File: src/rtl/seg_fetch_pkg.sv
// Shared types and sizes for the segment-mapped line fetch unit.
// 21-bit physical space (2MB), one 16-byte line = 8 words, tag is phys[20:4].
package seg_fetch_pkg;
    localparam int LINE_WORDS = 8;
    localparam int DATA_W     = 16;
    localparam int PHYS_W     = 21;
    localparam int TAG_W      = 17;

    typedef enum logic [2:0] {
        IDLE,
        XLAT,
        LOOKUP,
        FILL_CMD,
        FILL_DATA,
        WR_CMD,
        RESP
    } fetch_state_e;
endpackage

File: src/rtl/seg_line_buf.sv
// Line buffer: small register file with one byte-enabled write port and
// one asynchronous read port.
module seg_line_buf import seg_fetch_pkg::*; #(
    parameter int WORDS = LINE_WORDS,
    parameter int DW    = DATA_W,
    localparam int AW   = $clog2(WORDS)
) (
    input  logic          CLK,
    input  logic          we,
    input  logic [AW-1:0] waddr,
    input  logic [1:0]    be,
    input  logic [DW-1:0] wdata,
    input  logic [AW-1:0] raddr,
    output logic [DW-1:0] rdata
);
    logic [DW-1:0] mem [WORDS];

    always_ff @(posedge CLK) begin
        if (we) begin
            if (be[0]) mem[waddr][DW/2-1:0]  <= wdata[DW/2-1:0];
            if (be[1]) mem[waddr][DW-1:DW/2] <= wdata[DW-1:DW/2];
        end
    end

    assign rdata = mem[raddr];
endmodule

File: src/rtl/seg_line_fetch.sv
// CPU-side front end to the SDRAM controller: segment translation through the
// external mapper, a single-line read buffer with burst fill, write-through stores.
module seg_line_fetch #(
    parameter int LINE_WORDS = 8,
    parameter int DATA_W     = 16
) (
    input  logic              CLK,
    input  logic              RST_N,
    input  logic              cpu_req,
    input  logic              cpu_we,
    input  logic [19:0]       cpu_addr,
    input  logic [DATA_W-1:0] cpu_wdata,
    input  logic [1:0]        cpu_be,
    output logic              cpu_ready,
    output logic [DATA_W-1:0] cpu_rdata,
    output logic [5:0]        seg_memaddr,
    input  logic [6:0]        seg_memdata,
    input  logic              map_change,
    output logic              mem_cmd_valid,
    input  logic              mem_cmd_ready,
    output logic              mem_cmd_we,
    output logic [20:0]       mem_cmd_addr,
    output logic [DATA_W-1:0] mem_cmd_wdata,
    output logic [1:0]        mem_cmd_be,
    input  logic              mem_rd_valid,
    input  logic [DATA_W-1:0] mem_rd_data
);
    import seg_fetch_pkg::*;

    localparam int IDX_W = $clog2(LINE_WORDS);
    localparam int LOFF  = IDX_W + 1;

    fetch_state_e      state;
    logic [19:0]       cap_addr;
    logic              cap_we;
    logic [DATA_W-1:0] cap_wdata;
    logic [1:0]        cap_be;
    logic [PHYS_W-1:0] phys;
    logic [TAG_W-1:0]  line_tag;
    logic              line_valid;
    logic              stale;
    logic              hit_r;
    logic [IDX_W-1:0]  cnt;

    logic              hit;
    logic              last_beat;
    logic              buf_we;
    logic [IDX_W-1:0]  buf_waddr;
    logic [1:0]        buf_be;
    logic [DATA_W-1:0] buf_wdata;
    logic [DATA_W-1:0] buf_rdata;

    assign hit       = line_valid && (line_tag == phys[PHYS_W-1:LOFF]);
    assign last_beat = mem_rd_valid && (cnt == IDX_W'(LINE_WORDS - 1));

    // Fill beats and write-hit merges share the single buffer write port.
    always_comb begin
        buf_we    = 1'b0;
        buf_waddr = cnt;
        buf_be    = 2'b11;
        buf_wdata = mem_rd_data;
        if (state == FILL_DATA && mem_rd_valid) begin
            buf_we = 1'b1;
        end else if (state == WR_CMD && mem_cmd_ready && hit_r) begin
            buf_we    = 1'b1;
            buf_waddr = phys[LOFF-1:1];
            buf_be    = cap_be;
            buf_wdata = cap_wdata;
        end
    end

    seg_line_buf #(.WORDS(LINE_WORDS), .DW(DATA_W)) u_buf (
        .CLK   (CLK),
        .we    (buf_we),
        .waddr (buf_waddr),
        .be    (buf_be),
        .wdata (buf_wdata),
        .raddr (phys[LOFF-1:1]),
        .rdata (buf_rdata)
    );

    always_ff @(posedge CLK or negedge RST_N) begin
        if (!RST_N) begin
            state         <= IDLE;
            cap_addr      <= '0;
            cap_we        <= 1'b0;
            cap_wdata     <= '0;
            cap_be        <= '0;
            phys          <= '0;
            line_tag      <= '0;
            line_valid    <= 1'b0;
            stale         <= 1'b0;
            hit_r         <= 1'b0;
            cnt           <= '0;
            cpu_ready     <= 1'b0;
            cpu_rdata     <= '0;
            seg_memaddr   <= '0;
            mem_cmd_valid <= 1'b0;
            mem_cmd_we    <= 1'b0;
            mem_cmd_addr  <= '0;
            mem_cmd_wdata <= '0;
            mem_cmd_be    <= '0;
        end else begin
            cpu_ready <= 1'b0;
            case (state)
                IDLE: begin
                    if (cpu_req) begin
                        cap_addr    <= cpu_addr;
                        cap_we      <= cpu_we;
                        cap_wdata   <= cpu_wdata;
                        cap_be      <= cpu_be;
                        seg_memaddr <= cpu_addr[19:14];
                        state       <= XLAT;
                    end
                end
                XLAT: begin
                    phys  <= {seg_memdata, cap_addr[13:0]};
                    state <= LOOKUP;
                end
                LOOKUP: begin
                    hit_r <= hit;
                    if (cap_we) begin
                        mem_cmd_valid <= 1'b1;
                        mem_cmd_we    <= 1'b1;
                        mem_cmd_addr  <= phys;
                        mem_cmd_wdata <= cap_wdata;
                        mem_cmd_be    <= cap_be;
                        state         <= WR_CMD;
                    end else if (hit) begin
                        cpu_ready <= 1'b1;
                        cpu_rdata <= buf_rdata;
                        state     <= RESP;
                    end else begin
                        line_valid    <= 1'b0;
                        stale         <= map_change;
                        mem_cmd_valid <= 1'b1;
                        mem_cmd_we    <= 1'b0;
                        mem_cmd_addr  <= {phys[PHYS_W-1:LOFF], {LOFF{1'b0}}};
                        mem_cmd_wdata <= '0;
                        mem_cmd_be    <= '0;
                        state         <= FILL_CMD;
                    end
                end
                FILL_CMD: begin
                    if (map_change) stale <= 1'b1;
                    if (mem_cmd_ready) begin
                        mem_cmd_valid <= 1'b0;
                        cnt           <= '0;
                        state         <= FILL_DATA;
                    end
                end
                FILL_DATA: begin
                    if (map_change) stale <= 1'b1;
                    if (mem_rd_valid) begin
                        cnt <= cnt + 1'b1;
                        if (last_beat) begin
                            line_tag   <= phys[PHYS_W-1:LOFF];
                            line_valid <= !(stale || map_change);
                            cpu_ready  <= 1'b1;
                            // The final beat lands in the buffer on this same edge.
                            cpu_rdata  <= (phys[LOFF-1:1] == cnt) ? mem_rd_data : buf_rdata;
                            state      <= RESP;
                        end
                    end
                end
                WR_CMD: begin
                    if (mem_cmd_ready) begin
                        mem_cmd_valid <= 1'b0;
                        cpu_ready     <= 1'b1;
                        cpu_rdata     <= '0;
                        state         <= RESP;
                    end
                end
                RESP: state <= IDLE;
                default: state <= IDLE;
            endcase
            if (map_change) line_valid <= 1'b0;
        end
    end
endmodule

File: config.mk
export PLATFORM = sky130hd
export DESIGN_NAME = seg_line_fetch
export DESIGN_NICKNAME = d
export VERILOG_FILES = /design/src/rtl/seg_fetch_pkg.sv /design/src/rtl/seg_line_buf.sv /design/src/rtl/seg_line_fetch.sv
export SDC_FILE = /design/constraint.sdc
export NUM_CORES = 1
export LEC_CHECK = 0
export CAP_MARGIN = 20
export CORE_UTILIZATION = 45
export DETAILED_ROUTE_END_ITERATION = 7
export MAX_ROUTING_LAYER = met4
export PLACE_DENSITY_LB_ADDON = 0.3
export REMOVE_ABC_BUFFERS = 1
export SETUP_SLACK_MARGIN = 0.15
export SKIP_CTS_REPAIR_TIMING = 1
export SLEW_MARGIN = 20
export SYNTH_ARGS = -nofsm -noshare
export SYNTH_HDL_FRONTEND = slang
export SYNTH_HIERARCHICAL = 1
export SYNTH_SLANG_ARGS = --single-unit
File: constraint.sdc
create_clock -name CLK -period 3.21 [get_ports CLK]
set_input_delay 0.4815 -clock CLK [delete_from_list [all_inputs] [get_ports CLK]]
set_output_delay 0.4815 -clock CLK [all_outputs]
set_load 0.01 [all_outputs]
### Yosys cells after proc, flatten, opt, wreduce, memory -nomap -nowiden

Memory sizes are Yosys's and may differ from the RTL's.
Cells that the tools add are included.

| cells by class | value |
|---|---|
| equality and inequality tests | 24 |
| div/mod/pow operators | 0 |
| magnitude comparators | 0 |
| add/sub/neg operators | 1 |
| shift operators | 0 |
| reductions and logical operators | 24 |
| multipliers | 0 |
| bitwise logic cells | 0 |
| muxes and demuxes | 59 |

Operator list:

| kind | count |
|---|---|
| 16-bit 2-to-1 mux | 10 |
| 16-bit case mux with 3 select lines | 1 |
| 21-bit 2-to-1 mux | 2 |
| 3-bit 2-to-1 mux | 11 |
| 1-bit 2-to-1 mux | 25 |
| 2-bit inequality test, second input constant | 9 |
| 3-bit case mux with 6 select lines | 1 |
| 17-bit equality test | 1 |
| 3-bit inequality test, second input constant | 5 |
| 5-bit AND reduction | 2 |
| 3-bit equality test, second input constant | 3 |
| 3-bit AND reduction | 3 |
| 2-bit 2-to-1 mux | 4 |
| 3-bit by 2-bit equality test with 1-bit output, second input constant | 2 |
| 1-bit case mux with 2 select lines | 3 |
| 3-bit case mux with 2 select lines | 1 |
| 6-bit AND reduction | 1 |
| 2-bit nonzero test | 3 |
| 3-bit nonzero test | 2 |
| 1-bit logical AND | 5 |
| 2-bit by 1-bit inequality test with 1-bit output, second input constant | 2 |
| 2-bit AND reduction | 2 |
| 4-bit AND reduction | 1 |
| 2-bit OR reduction | 2 |
| other kinds (7) | 7 |

| word-level totals | value |
|---|---|
| bits in writable memories | 128 |
| input port bits | 68 |
| logic and storage cells | 128 |
| bits in registers | 144 |
| memories kept | 1 |
| output and inout port bits | 64 |
| bits in latches | 0 |
| ROM bits | 0 |

Memories:

| name | words | bits a word | read ports | clocked after memory_dff | wr ports | RTL line | RTL |
|---|---|---|---|---|---|---|---|
| u_buf.mem | 8 | 16 | 1 | 0 | 1 | seg_line_buf.sv:16 | `logic [DW-1:0] mem [WORDS];` |

### Depth between registers and ports, before layout

Gate-level depths: netlist of run 1.

| depth | value |
|---|---|
| word-level depth | 8 |
| gate-level depth with buffers | 7 |
| depth with buffers taken out | 6 |

### Hierarchy

Netlist of run 1, hierarchy kept.

By module, submodules not included:

| module | area each (um2) | seq. area each (um2) | instances | cells each |
|---|---|---|---|---|
| seg_line_fetch | 6,284.8 | 3,603.5 | 1 | 460 |
| seg_line_buf | 5,021.1 | 3,843.7 | 1 | 208 |

### Least setup slack after synthesis of run 1

Ideal clock, no wire load.

| timing | value |
|---|---|
| path type | register to register |
| from | register state[1] |
| to | memory u_buf/mem[0][0] (netlist name), enable pin |
| arrival | 2.404 ns |
| stages on the path, launching flop included | 8 |
| setup time | 0.383 ns |
| clock period less this slack | 2.787 ns |
| setup slack | 0.423 ns |
| cells stage by stage | dfrtp_1 > clkbuf_1 > nor2b_1 > nand4_1 > clkbuf_1 > mux2_2 > nand3b_1 > nor3_1 |

| on the way | value |
|---|---|
| elaborated cells on any way between the ends | 14 |
| those cells by class | eq/ne: 2; mux: 9; reduce/logical: 3 |

RTL lines:

| item | RTL line | RTL |
|---|---|---|
| start, declared | seg_line_fetch.sv:33 | `fetch_state_e state;` |
| start signal, assigned | seg_line_fetch.sv:84 | `state <= IDLE;` |
| start signal, assigned | seg_line_fetch.sv:113 | `state <= XLAT;` |
| start signal, assigned | seg_line_fetch.sv:118 | `state <= LOOKUP;` |
| 3-bit equality test | seg_line_fetch.sv:64 | `end else if (state == WR_CMD && mem_cmd_ready && hit_r) begin` |
| 1-bit logical AND (2 in a row) | seg_line_fetch.sv:64 |  |
| 3-bit 2-to-1 mux | seg_line_fetch.sv:64 |  |
| 3-bit 2-to-1 mux (*) | seg_line_fetch.sv:62 | `if (state == FILL_DATA && mem_rd_valid) begin` |
| via buf_waddr[0] | seg_line_fetch.sv:48 | `logic [IDX_W-1:0] buf_waddr;` |
| end, declared | seg_line_buf.sv:16 |  |

The timed path passes the listed nets; every way through them passes the cells marked *.

### Final worst setup path of run 1

| timing | value |
|---|---|
| from | register state[2] |
| to | memory u_buf/mem[6][4] (netlist name), enable pin |

| on the way | value |
|---|---|
| elaborated cells on any way between the ends | 14 |
| those cells by class | eq/ne: 2; mux: 9; reduce/logical: 3 |

RTL lines:

| item | RTL line | RTL |
|---|---|---|
| 3-bit equality test | seg_line_fetch.sv:64 |  |
| 1-bit logical AND (2 in a row) | seg_line_fetch.sv:64 |  |
| 1-bit 2-to-1 mux | seg_line_fetch.sv:64 |  |
| 1-bit 2-to-1 mux (*) | seg_line_fetch.sv:62 |  |
| via buf_we | seg_line_fetch.sv:47 | `logic buf_we;` |
| 1-bit 2-to-1 mux (*) | seg_line_buf.sv:19 | `if (we) begin` |
| 1-bit 2-to-1 mux (implied by the code) (*) | seg_line_buf.sv:20 | `if (be[0]) mem[waddr][DW/2-1:0] <= wdata[DW/2-1:0];` |

Marked as above.

==> results of run 1 <==
==> state kept, by name (all words and copies together), names as in the netlist <==
| signal | count |
|---|---|
| cpu_rdata | 16 |
| mem_cmd_wdata | 16 |
| mem_cmd_addr | 21 |
| mem_cmd_valid | 1 |
| cnt | 3 |
| stale | 1 |
| line_tag | 17 |
| mem_cmd_be | 2 |
| cap_addr | 14 |
| mem_cmd_we | 1 |
| u_buf/mem | 128 |
| state | 3 |
| hit_r | 1 |
| seg_memaddr | 6 |
| cap_be | 2 |
| cap_we | 1 |
| phys | 21 |
| cap_wdata | 16 |
| line_valid | 1 |
| cpu_ready | 1 |
==> worst paths after layout <==
kind                                                     end  slack, ns
min in group CLK                mem_cmd_addr[18]$_DFFE_PN0P_       0.49
max in group asynchronous            line_tag[5]$_DFFE_PN0P_       2.37
worst min register to register  mem_cmd_addr[18]$_DFFE_PN0P_       0.49
worst max-delay path               u_buf/mem[6][4]$_DFFE_PP_       0.45
worst max register to register     u_buf/mem[6][4]$_DFFE_PP_       0.45
worst min-delay path             mem_cmd_addr[6]$_DFFE_PN0P_      -0.04
==> per-layer routing <==
layer,track usage [%],up-vias
met3,3.977,39
met4,5.455,0
met5,-,-
met1,26.90,3332
met2,32.33,210
li1,-,2906
==> cell usage in the layout, fill, tap and decap left out, drive strengths merged, types with 3 or more instances in the layout <==
cell,n
buf,35
nand3,5
a22o,24
nor4,4
bufinv,5
xnor2,4
nor2,21
a31oi,3
clkbuf,39
a21oi,4
dfrtp,144
o21ai,21
mux4,32
edfxtp,128
nand2b,5
nor3,9
mux2,144
a22oi,16
inv,7
clkinv,7
nand2,30
xor2,16
clkdlybuf4s50,130
==> power by group through the flow <==
| stage | logic, mW | registers (mW) | clock network [mW] |
|---|---|---|---|
| floorplan | 2.37 | 5.29 | 0 |
| global placement | 4.23 | 5.15 | 0 |
| detailed placement | 4.35 | 5.20 | 0 |
| CTS | 4.38 | 5.15 | 3.64 |
| global route | 4.69 | 5.26 | 3.78 |
| finish | 4.34 | 5.14 | 3.57 |
==> area by class of cell <==
cell class                 count  share of cell area [%]
sequential                   272                   52.36
timing repair buffer         165                   11.37
inverter                       5                  0.1319
multi-input combinational    358                   25.89
clock inverter                15                   1.530
tap                          324                   2.850
clock buffer                  39                   5.858
==> cell families after synthesis <==
family	share of synthesized area, %
compound gates	5.013
xor+xnor	1.549
flops	65.87
fa+ha+maj	0.2213
mux	22.03
buf+inv	1.737
simple gates	3.575
==> through the flow <==
step           TNS (ns)  total power [mW]  hold slack [ns]
3_3_place_gp          0             9.378           0.4731
5_1_grt               0             13.73          0.02518
2_1_floorplan    -33.41             7.660           0.1859
4_1_cts               0             13.17         0.004236
3_5_place_dp          0             9.551           0.4813
6_report              0             13.05         -0.03608
==> summary.txt, run 1 <==
Status
  – Outcome: finished with violations
  – Failing checks: negative hold slack

STA
  – Measured slew at the worst slew-check pin: 0.9626 ns
  – FMAX: 0.3622 GHz
  – Fin crit share: 86.01%
  – Post-layout min period: 2.761 ns
  – Final hold slack: -0.03608 ns
  – Final Hold Fails: 19
  – Final Max Slew Viols: 0
  – Final WS setup: 0.4490 ns
  – Unrepaired setup endpoints after global routing: false
  – Worst clock skew: 0.01584 ns
  – Slew headroom: 35.83%
  – Setup violations, final: 0

Detailed routing
  – Met1 wire length: 10720 um
  – Vias per cell: 5.507
  – First-iteration detailed-routing DRC count: 439
  – Via count: 6487
  – Total Wirelength: 24610 um
  – Top layer in use: met4
  – Remaining antenna violation count: 0
  – Wire per inst: 20.89 um
  – Met3 routed WL: 1477 um
  – Drc violations: 0
  – Wire length on met2: 11880 um
  – First drt pass iteration count: 4

Final layout
  – Layout cell share with drive strength beyond 1: 28.34%
  – Sequential Area: 7448 sq um
  – Fillers: 1830
  – Finished Core Util: 58.15%
  – Ant diodes: 0
  – Design area: 14220 sq um
  – Final nets: 901
  – Area delta synth->final: 25.82%
  – Final instance count without filler cells: 1178
  – Area of the multi-input gates: 3684 sq um

Clock tree
  – Worst-path clk slew: 0.06 ns
  – Total number of H-tree levels: 1
  – Clock Root Buffer: clkbuf_16
  – Total CTS buffers: 29
  – CTS max path bufs: 3
  – Worst skew pair latency: 0.55 ns
  – CTS tree: built
  – Clk sinks: 272

Yosys
  – Seq cells post-synth: 272
  – Ys async rst share: 52.94%
  – Dominant synthesized flop cell: dfrtp_1
  – Avg Cell Area, Syn: 16.92 sq um
  – Ys Warns: 6
  – Largest cells by area after synthesis: edfxtp_1, dfrtp_1, mux2_2
  – Largest area contributor in the netlist: edfxtp_1
  – Cell variety after synth: 47
  – Post-Syn Area: 11310 sq um
  – Post-synth EDFFs: 128
  – Seq/Total Area, Yosys: 65.87%
  – Post-synth top cells: dfrtp_1, mux2_2, edfxtp_1
  – Top cell type's share of synthesized area: 34.00%
  – Top-count cell post-synth: dfrtp_1
  – Cells after Synth: 668

Critical path
  – Crit path largest cell delay: 0.65 ns
  – CP Launch Type: register
  – Origin of the worst setup path: state[2]$_DFFE_PN0P_
  – Crit. End Element: register
  – Buf/Inv on CP: 1
  – R2R depth: 6
  – Slowest stage cell, crit path: nor2_1
  – R2R Path Start: state[2]$_DFFE_PN0P_
  – CP arrival: 2.92 ns
  – Crit-path cells: nor2b_1 > nand4_1 > buf_4 > nand2_1 > nand3b_1 > nor2_1
  – Worst path depth: 6
  – CP Class: register to register
  – Crit-path max FO: 13
  – CP Data Required Time: 3.37 ns
  – Largest delay share family, worst path: simple AND/OR/NAND/NOR gates

Pwr
  – Peak supply drop: 439.0 uV
  – Reg power frac: 39.4%
  – Sw Ratio: 29.86%
  – Switch Pwr: 3.897 mW
  – Lkg Pwr: 5.579 nW
  – Cell Pwr Density: 917.3 nW/um^2
  – Clock power frac: 27.4%
  – Power share of the combinational group: 33.3%
  – Int Power: 9.152 mW

Floorplanning
  – Die width: 160.5 um
  – Row count: 57
  – Die area: 25760 sq um
  – Starting Density: 46.22%
  – Core footprint: 24460 sq um
  – Die Y: 160.5 um
  – I/O Pins: 132

Global route
  – Largest net degree at the start of global routing: 81
  – Total global routing overflow: 0
  – First-pass GRT wire length: 39470 um
  – Initial antenna violation count: 0
  – Tot GR Track Use: 20.37%
  – Vias in the first global route: 6890

Job
  – Max Cap Viol: 0

Placement
  – DP Area: 13170 sq um
  – # placed instances: 1124
  – DP HPWL: 16480 um
  – Placement Setup Slack: 0.2493 ns
  – GPL Wtd Cong: 0.8410
  – Port Buffers: 131

Hold path
  – Worst Hold Class: primary input to async pin
Note: power is estimated with default switching activity, not from simulation.
==> run 2, diff against run 1 <==
- REMOVE_ABC_BUFFERS: 1 -> default
- SKIP_LAST_GASP: default -> 1
==> run 2 against run 1 <==
Effect of this change: the run still ends with negative hold slack left; sequential share of layout area up 0.37 points; flip-flop and latch count did not move; clock skew shrank 0.0089 ns; routed wire length up 0.79%; clock power is 7.3% lower; sequential power barely moved; critical endpoint is now cpu_rdata[2]$_DFFE_PN0P_.
==> summary.txt, run 2 (synthesized netlist as in run 1, its figures left out) <==
Yosys
  – Syn Nets: 738

Global route
  – Initial antenna violation count: 1 (+1)
  – Vias in the first global route: 6935 (+0.65%)
  – First-pass GRT wire length: 39700 um (+0.58%)
  – Tot GR Track Use: 20.54% (+0.17 points)
  – Largest net degree at the start of global routing: 76 (-6.2%)
  – Total global routing overflow: 0 (unchanged)

Floorplanning
  – Die area: 25760 sq um (unchanged)
  – Die Y: 160.5 um (unchanged)
  – Row count: 57 (unchanged)
  – Starting Density: 46.22% (unchanged)
  – Die width: 160.5 um (unchanged)
  – I/O Pins: 132 (unchanged)
  – Core footprint: 24460 sq um (unchanged)

Critical path
  – Largest delay share family, worst path: multiplexers
  – CP Data Required Time: 3.62 ns (+0.25 ns)
  – R2R setup slack: 0.78 ns (+0.33 ns)
  – Crit. End Element: register
  – CP Class: register to register
  – CP arrival: 2.85 ns (-0.07 ns)
  – R2R depth: 6 (unchanged)
  – Buf/Inv on CP: 1 (unchanged)
  – R2r endpoint: cpu_rdata[2]$_DFFE_PN0P_
  – CP Launch Type: register
  – Worst path depth: 6 (unchanged)
  – Critical Path End: cpu_rdata[2]$_DFFE_PN0P_
  – Crit path largest cell delay: 0.79 ns (+0.14 ns)
  – R2R Path Start: phys[3]$_DFFE_PN0P_
  – Crit-path cells: buf_4 > mux4_1 > mux2_2 > a22oi_1 > o21ai_0 > mux2_4
  – Slowest stage cell, crit path: dfrtp_1
  – Origin of the worst setup path: phys[3]$_DFFE_PN0P_
  – Crit-path max FO: 16 (+3)

Detailed routing
  – Drc violations: 0 (unchanged)
  – First-iteration detailed-routing DRC count: 514 (+17%)
  – Vias per cell: 5.460 (-0.84%)
  – Met3 routed WL: 1530 um (+3.6%)
  – Total Wirelength: 24810 um (+0.79%)
  – Via count: 6427 (-0.92%)
  – Remaining antenna violation count: 0 (unchanged)
  – Wire length on met2: 12040 um (+1.3%)
  – First drt pass iteration count: 5 (+1)
  – Wire per inst: 21.08 um (+0.88%)
  – Met1 wire length: 10800 um (+0.73%)
  – Top layer in use: met4

Pwr
  – Overall power: 12.75 mW (-2.3%)
  – Peak supply drop: 559.1 uV (+27%)
  – Lkg Pwr: 5.539 nW (-0.70%)
  – Cell Pwr Density: 903.0 nW/um^2 (-1.6%)

Placement
  – Port Buffers: 131 (unchanged)
  – Placement Setup Slack: 0.6504 ns (+0.4011 ns)
  – DP HPWL: 17360 um (+5.3%)
  – GPL Wtd Cong: 0.8280 (-1.5%)
  – # placed instances: 1127 (+0.27%)
  – DP Area: 13180 sq um (about the same)

STA
  – Unrepaired setup endpoints after global routing: false
  – Worst clock skew: 0.006917 ns (-0.008920 ns)
  – Final WS setup: 0.7766 ns (+0.3276 ns)
  – Slew headroom: 52.38% (+17 points)
  – Setup violations, final: 0 (unchanged)
  – Final Hold Fails: 13 (-6)
  – Final TNS setup: 0 ns (unchanged)
  – Final hold slack: -0.04171 ns (-0.005630 ns)
  – Measured slew at the worst slew-check pin: 0.7144 ns (-0.2483 ns)
  – Fin crit share: 75.81% (-10 points)
  – FMAX: 0.4109 GHz (+13%)
  – Post-layout min period: 2.433 ns (-0.3276 ns)
  – Final Max Slew Viols: 0 (unchanged)

Job
  – Max Cap Viol: 0 (unchanged)

Clock tree
  – CTS tree: built
  – Worst skew pair latency: 0.53 ns (-0.02 ns)
  – Total CTS buffers: 27 (-6.9%)
  – Worst-path clk slew: 0.06 ns (about the same)
  – Clock Root Buffer: clkbuf_16
  – CTS max path bufs: 3 (unchanged)
  – Total number of H-tree levels: 1 (unchanged)
  – Clk sinks: 272 (unchanged)

Final layout
  – Largest regs: u_buf/mem (128), mem_cmd_addr (21), phys (21)
  – Final instance count without filler cells: 1177 (-0.085%)
  – Layout cell share with drive strength beyond 1: 27.70% (-0.64 points)
  – Final nets: 902 (+0.11%)
  – Most frequent cells in the layout: dfrtp_1, clkdlybuf4s50_1, mux2_2, edfxtp_1, buf_4
  – Commonest non-fill, non-tap cell in the layout: dfrtp_1
  – Design area: 14120 sq um (-0.72%)
  – Area delta synth->final: 24.91%
  – Finished Core Util: 57.73% (-0.42 points)
  – Max FFs per register: 128 (unchanged)
  – Reg with most FFs: u_buf/mem

Status
  – Outcome: finished with violations
  – Failing checks: negative hold slack

Hold path
  – Worst Hold Class: primary input to async pin
[run 2: changes by cell type in the layout (fill, tap and decap cells not counted)]
cell and change:
buf_12 -1, buf_4 +4, clkbuf_16 -2, clkbuf_8 -4, clkinv_1 +3, clkinv_4 -1, dfrtp_1 +1, dfrtp_2 -1
diode_2 +1, inv_4 +1, inv_6 -2
[run 2: routing by layer]
metal	vias up	GRT usage [%]
li1	2907	-
met1	3280	27.03
met2	211	32.55
met3	29	4.236
met4	0	5.455
met5	-	-
[run 2: worst min-delay path by stage]
stage | end | cells after the start
final | mem_cmd_addr[16]$_DFFE_PN0P_ | 1
after CTS | seg_memaddr[0]$_DFFE_PN0P_ | 1
after floorplan | cap_addr[0]$_DFFE_PN0P_ | 0
after global placement | mem_cmd_addr[18]$_DFFE_PN0P_ | 1
after global routing | mem_cmd_addr[16]$_DFFE_PN0P_ | 1
after detailed placement | mem_cmd_addr[4]$_DFFE_PN0P_ | 1
[run 2: area by class of cell]
class / instances / area [sq um]
tap: 324 / 405.4
inverter: 5 / 18.77
sequential: 272 / 7447
clock inverter: 16 / 209.0
fill: 1831 / 10340
clock buffer: 33 / 728.2
timing repair buffer: 168 / 1628
antenna: 1 / 2.502
multi-input combinational: 358 / 3684
[run 2: where the power goes]
part	switching (mW)	internal, mW	total, mW
Sequential	0.666	4.48	5.15
Combinational	1.87	2.42	4.30
Clock	1.30	2.01	3.31
Total	3.84	8.91	12.8
[run 2: worst reg2reg max path: cells and delay by family, from the launching register on]
| family | cells | cell delay [ns] |
|---|---|---|
| mux | 3 | 0.91 |
| flops | 1 | 0.79 |
| buf+inv | 1 | 0.32 |
| compound gates | 2 | 0.30 |
==> run 3, diff against run 2 <==
- clock period: 3.21 -> 2.4 ns (I/O delays scaled with it)
==> run 3 against run 2 <==
Effect of this change: the flow now finishes without violations; critical path type unchanged; sequential power up 33%; flip-flop and latch count is the same; non-clock buffer count increased by 16; via count up 3.8%; critical endpoint is now cpu_rdata[13]$_DFFE_PN0P_; largest cell class unchanged.
==> summary.txt, run 3 (synthesized netlist as in run 1, its figures left out) <==
Critical path
  – CP Class: register to register
  – Crit-path max FO: 6 (-10)
  – Origin of the worst setup path: phys[1]$_DFFE_PN0P_
  – CP Launch Type: register
  – Crit. End Element: register
  – CP arrival: 2.64 ns (-0.21 ns)
  – CP Data Required Time: 2.80 ns (-0.82 ns)
  – R2R Path Start: phys[1]$_DFFE_PN0P_

Floorplanning
  – Die width: 160.5 um (unchanged)
  – I/O Pins: 132 (unchanged)
  – Row count: 57 (unchanged)
  – Core footprint: 24460 sq um (unchanged)
  – Die Y: 160.5 um (unchanged)
  – Starting Density: 46.22% (unchanged)
  – Die area: 25760 sq um (unchanged)

STA
  – Final Max Slew Viols: 0 (unchanged)
  – Final hold slack: 0.3515 ns (+0.3932 ns)
  – FMAX: 0.4469 GHz (+8.7%)
  – Fin crit share: 93.24% (+17 points)
  – Measured slew at the worst slew-check pin: 0.7731 ns (+0.05877 ns)
  – Final Hold Fails: 0 (-13)
  – Slew headroom: 48.40% (-4.0 points)
  – Setup violations, final: 0 (unchanged)
  – Worst clock skew: 0.01791 ns (+0.01099 ns)
  – Post-layout min period: 2.238 ns (-0.1956 ns)
  – Unrepaired setup endpoints after global routing: true
  – Final TNS setup: 0 ns (unchanged)

Final layout
  – Design area: 14480 sq um (+2.5%)
  – Final nets: 918 (+1.8%)
  – Max FFs per register: 128 (unchanged)
  – Commonest non-fill, non-tap cell in the layout: dfrtp_1
  – Most frequent cells in the layout: dfrtp_1, clkdlybuf4s50_1, edfxtp_1, mux2_2, buf_4
  – Area delta synth->final: 28.04%
  – Layout cell share with drive strength beyond 1: 31.91% (+4.2 points)
  – Ant diodes: 0 (-1)
  – Largest regs: u_buf/mem (128), mem_cmd_addr (21), phys (21)
  – Reg with most FFs: u_buf/mem

Clock tree
  – Worst skew pair latency: 0.52 ns (about the same)
  – Clock Root Buffer: clkbuf_16
  – Total number of H-tree levels: 1 (unchanged)
  – Worst-path clk slew: 0.06 ns (about the same)
  – Total CTS buffers: 27 (unchanged)
  – CTS max path bufs: 3 (unchanged)
  – CTS tree: built
  – Clk sinks: 272 (unchanged)

Detailed routing
  – Via count: 6671 (+3.8%)
  – Drc violations: 0 (unchanged)
  – Total Wirelength: 26440 um (+6.6%)
  – Remaining antenna violation count: 0 (unchanged)
  – First-iteration detailed-routing DRC count: 514 (unchanged)
  – Vias per cell: 5.596 (+2.5%)
  – First drt pass iteration count: 5 (unchanged)
  – Wire per inst: 22.18 um (+5.2%)

Pwr
  – Lkg Pwr: 5.655 nW (+2.1%)
  – Peak supply drop: 731.4 uV (+31%)
  – Cell Pwr Density: 1212 nW/um^2 (+34%)

Status
  – Outcome: finished, final reports clean

Placement
  – DP HPWL: 17740 um (+2.2%)
  – GPL Wtd Cong: 0.7951 (-4.0%)
  – Port Buffers: 131 (unchanged)
  – DP Area: 13390 sq um (+1.6%)

Global route
  – Vias in the first global route: 6954 (+0.27%)
  – First-pass GRT wire length: 39890 um (+0.47%)
  – Largest net degree at the start of global routing: 64 (-16%)
  – Total global routing overflow: 0 (unchanged)
  – Tot GR Track Use: 20.73% (+0.20 points)
  – Initial antenna violation count: 0 (-1)

Yosys
  – Syn Nets: 738 (unchanged)

Hold path
  – Worst Hold Class: primary input to async pin

Job
  – Max Cap Viol: 0 (unchanged)
-- run 3: metrics by stage --
step / total power, mW / utilization, % / std cells / setup slack [ns]
floorplan: 10.52 / - / 668 / 0.01629
global placement: 12.77 / 54.72 / 1128 / -0.04767
detailed placement: 13.00 / 54.73 / 1128 / -0.07402
CTS: 17.18 / 58.28 / 1177 / 0.09810
global route: 18.40 / 59.18 / 1192 / 0.07663
finish: 17.54 / 59.18 / 1192 / 0.1621
-- run 3: power breakdown --
part,leakage [nW],internal [mW],switching (mW)
Clock,0.418,2.47,1.67
Sequential,2.94,6.00,0.861
Combinational,2.30,3.70,2.84
-- run 3: cell type report --
type	count	area (sq um)
fillers	1812	9986
repair buffers	184	1918
inverters	5	18.77
clock inverters	18	177.7
multi-input cells	358	3817
clock buffers	31	690.7
flip-flops and latches	272	7448
well taps	324	405.4
-- run 3: final timing paths --
kind	end	slack, ns	cells past startpoint
hold / removal	seg_memaddr[0]$_DFFE_PN0P_	0.35	2
setup reg to reg	cpu_rdata[13]$_DFFE_PN0P_	0.16	7
setup / recovery	cpu_rdata[13]$_DFFE_PN0P_	0.16	7
max in group asynchronous	cnt[0]$_DFFE_PN0P_	1.18	3
min in group CLK	seg_memaddr[3]$_DFFE_PN0P_	0.45	2
hold reg to reg	mem_cmd_addr[7]$_DFFE_PN0P_	0.50	1
-- run 3: worst max-delay path, cell delays in order, from the launching register on --
cell	delay, ns
dfrtp_2	0.44
buf_12	0.13
clkbuf_16	0.14
mux4_1	0.58
mux2_2	0.31
a22oi_1	0.16
o21ai_0	0.09
mux2_4	0.27
-- run 3: layer usage --
metal / global-route usage [%] / part of all wire [%] / vias up
met1: 26.89 / 42 / 3495
met4: 3.550 / 1.1 / 0
met2: 34.93 / 50 / 217
li1: - / - / 2933
met3: 3.357 / 6.2 / 26
met5: - / 0 / -
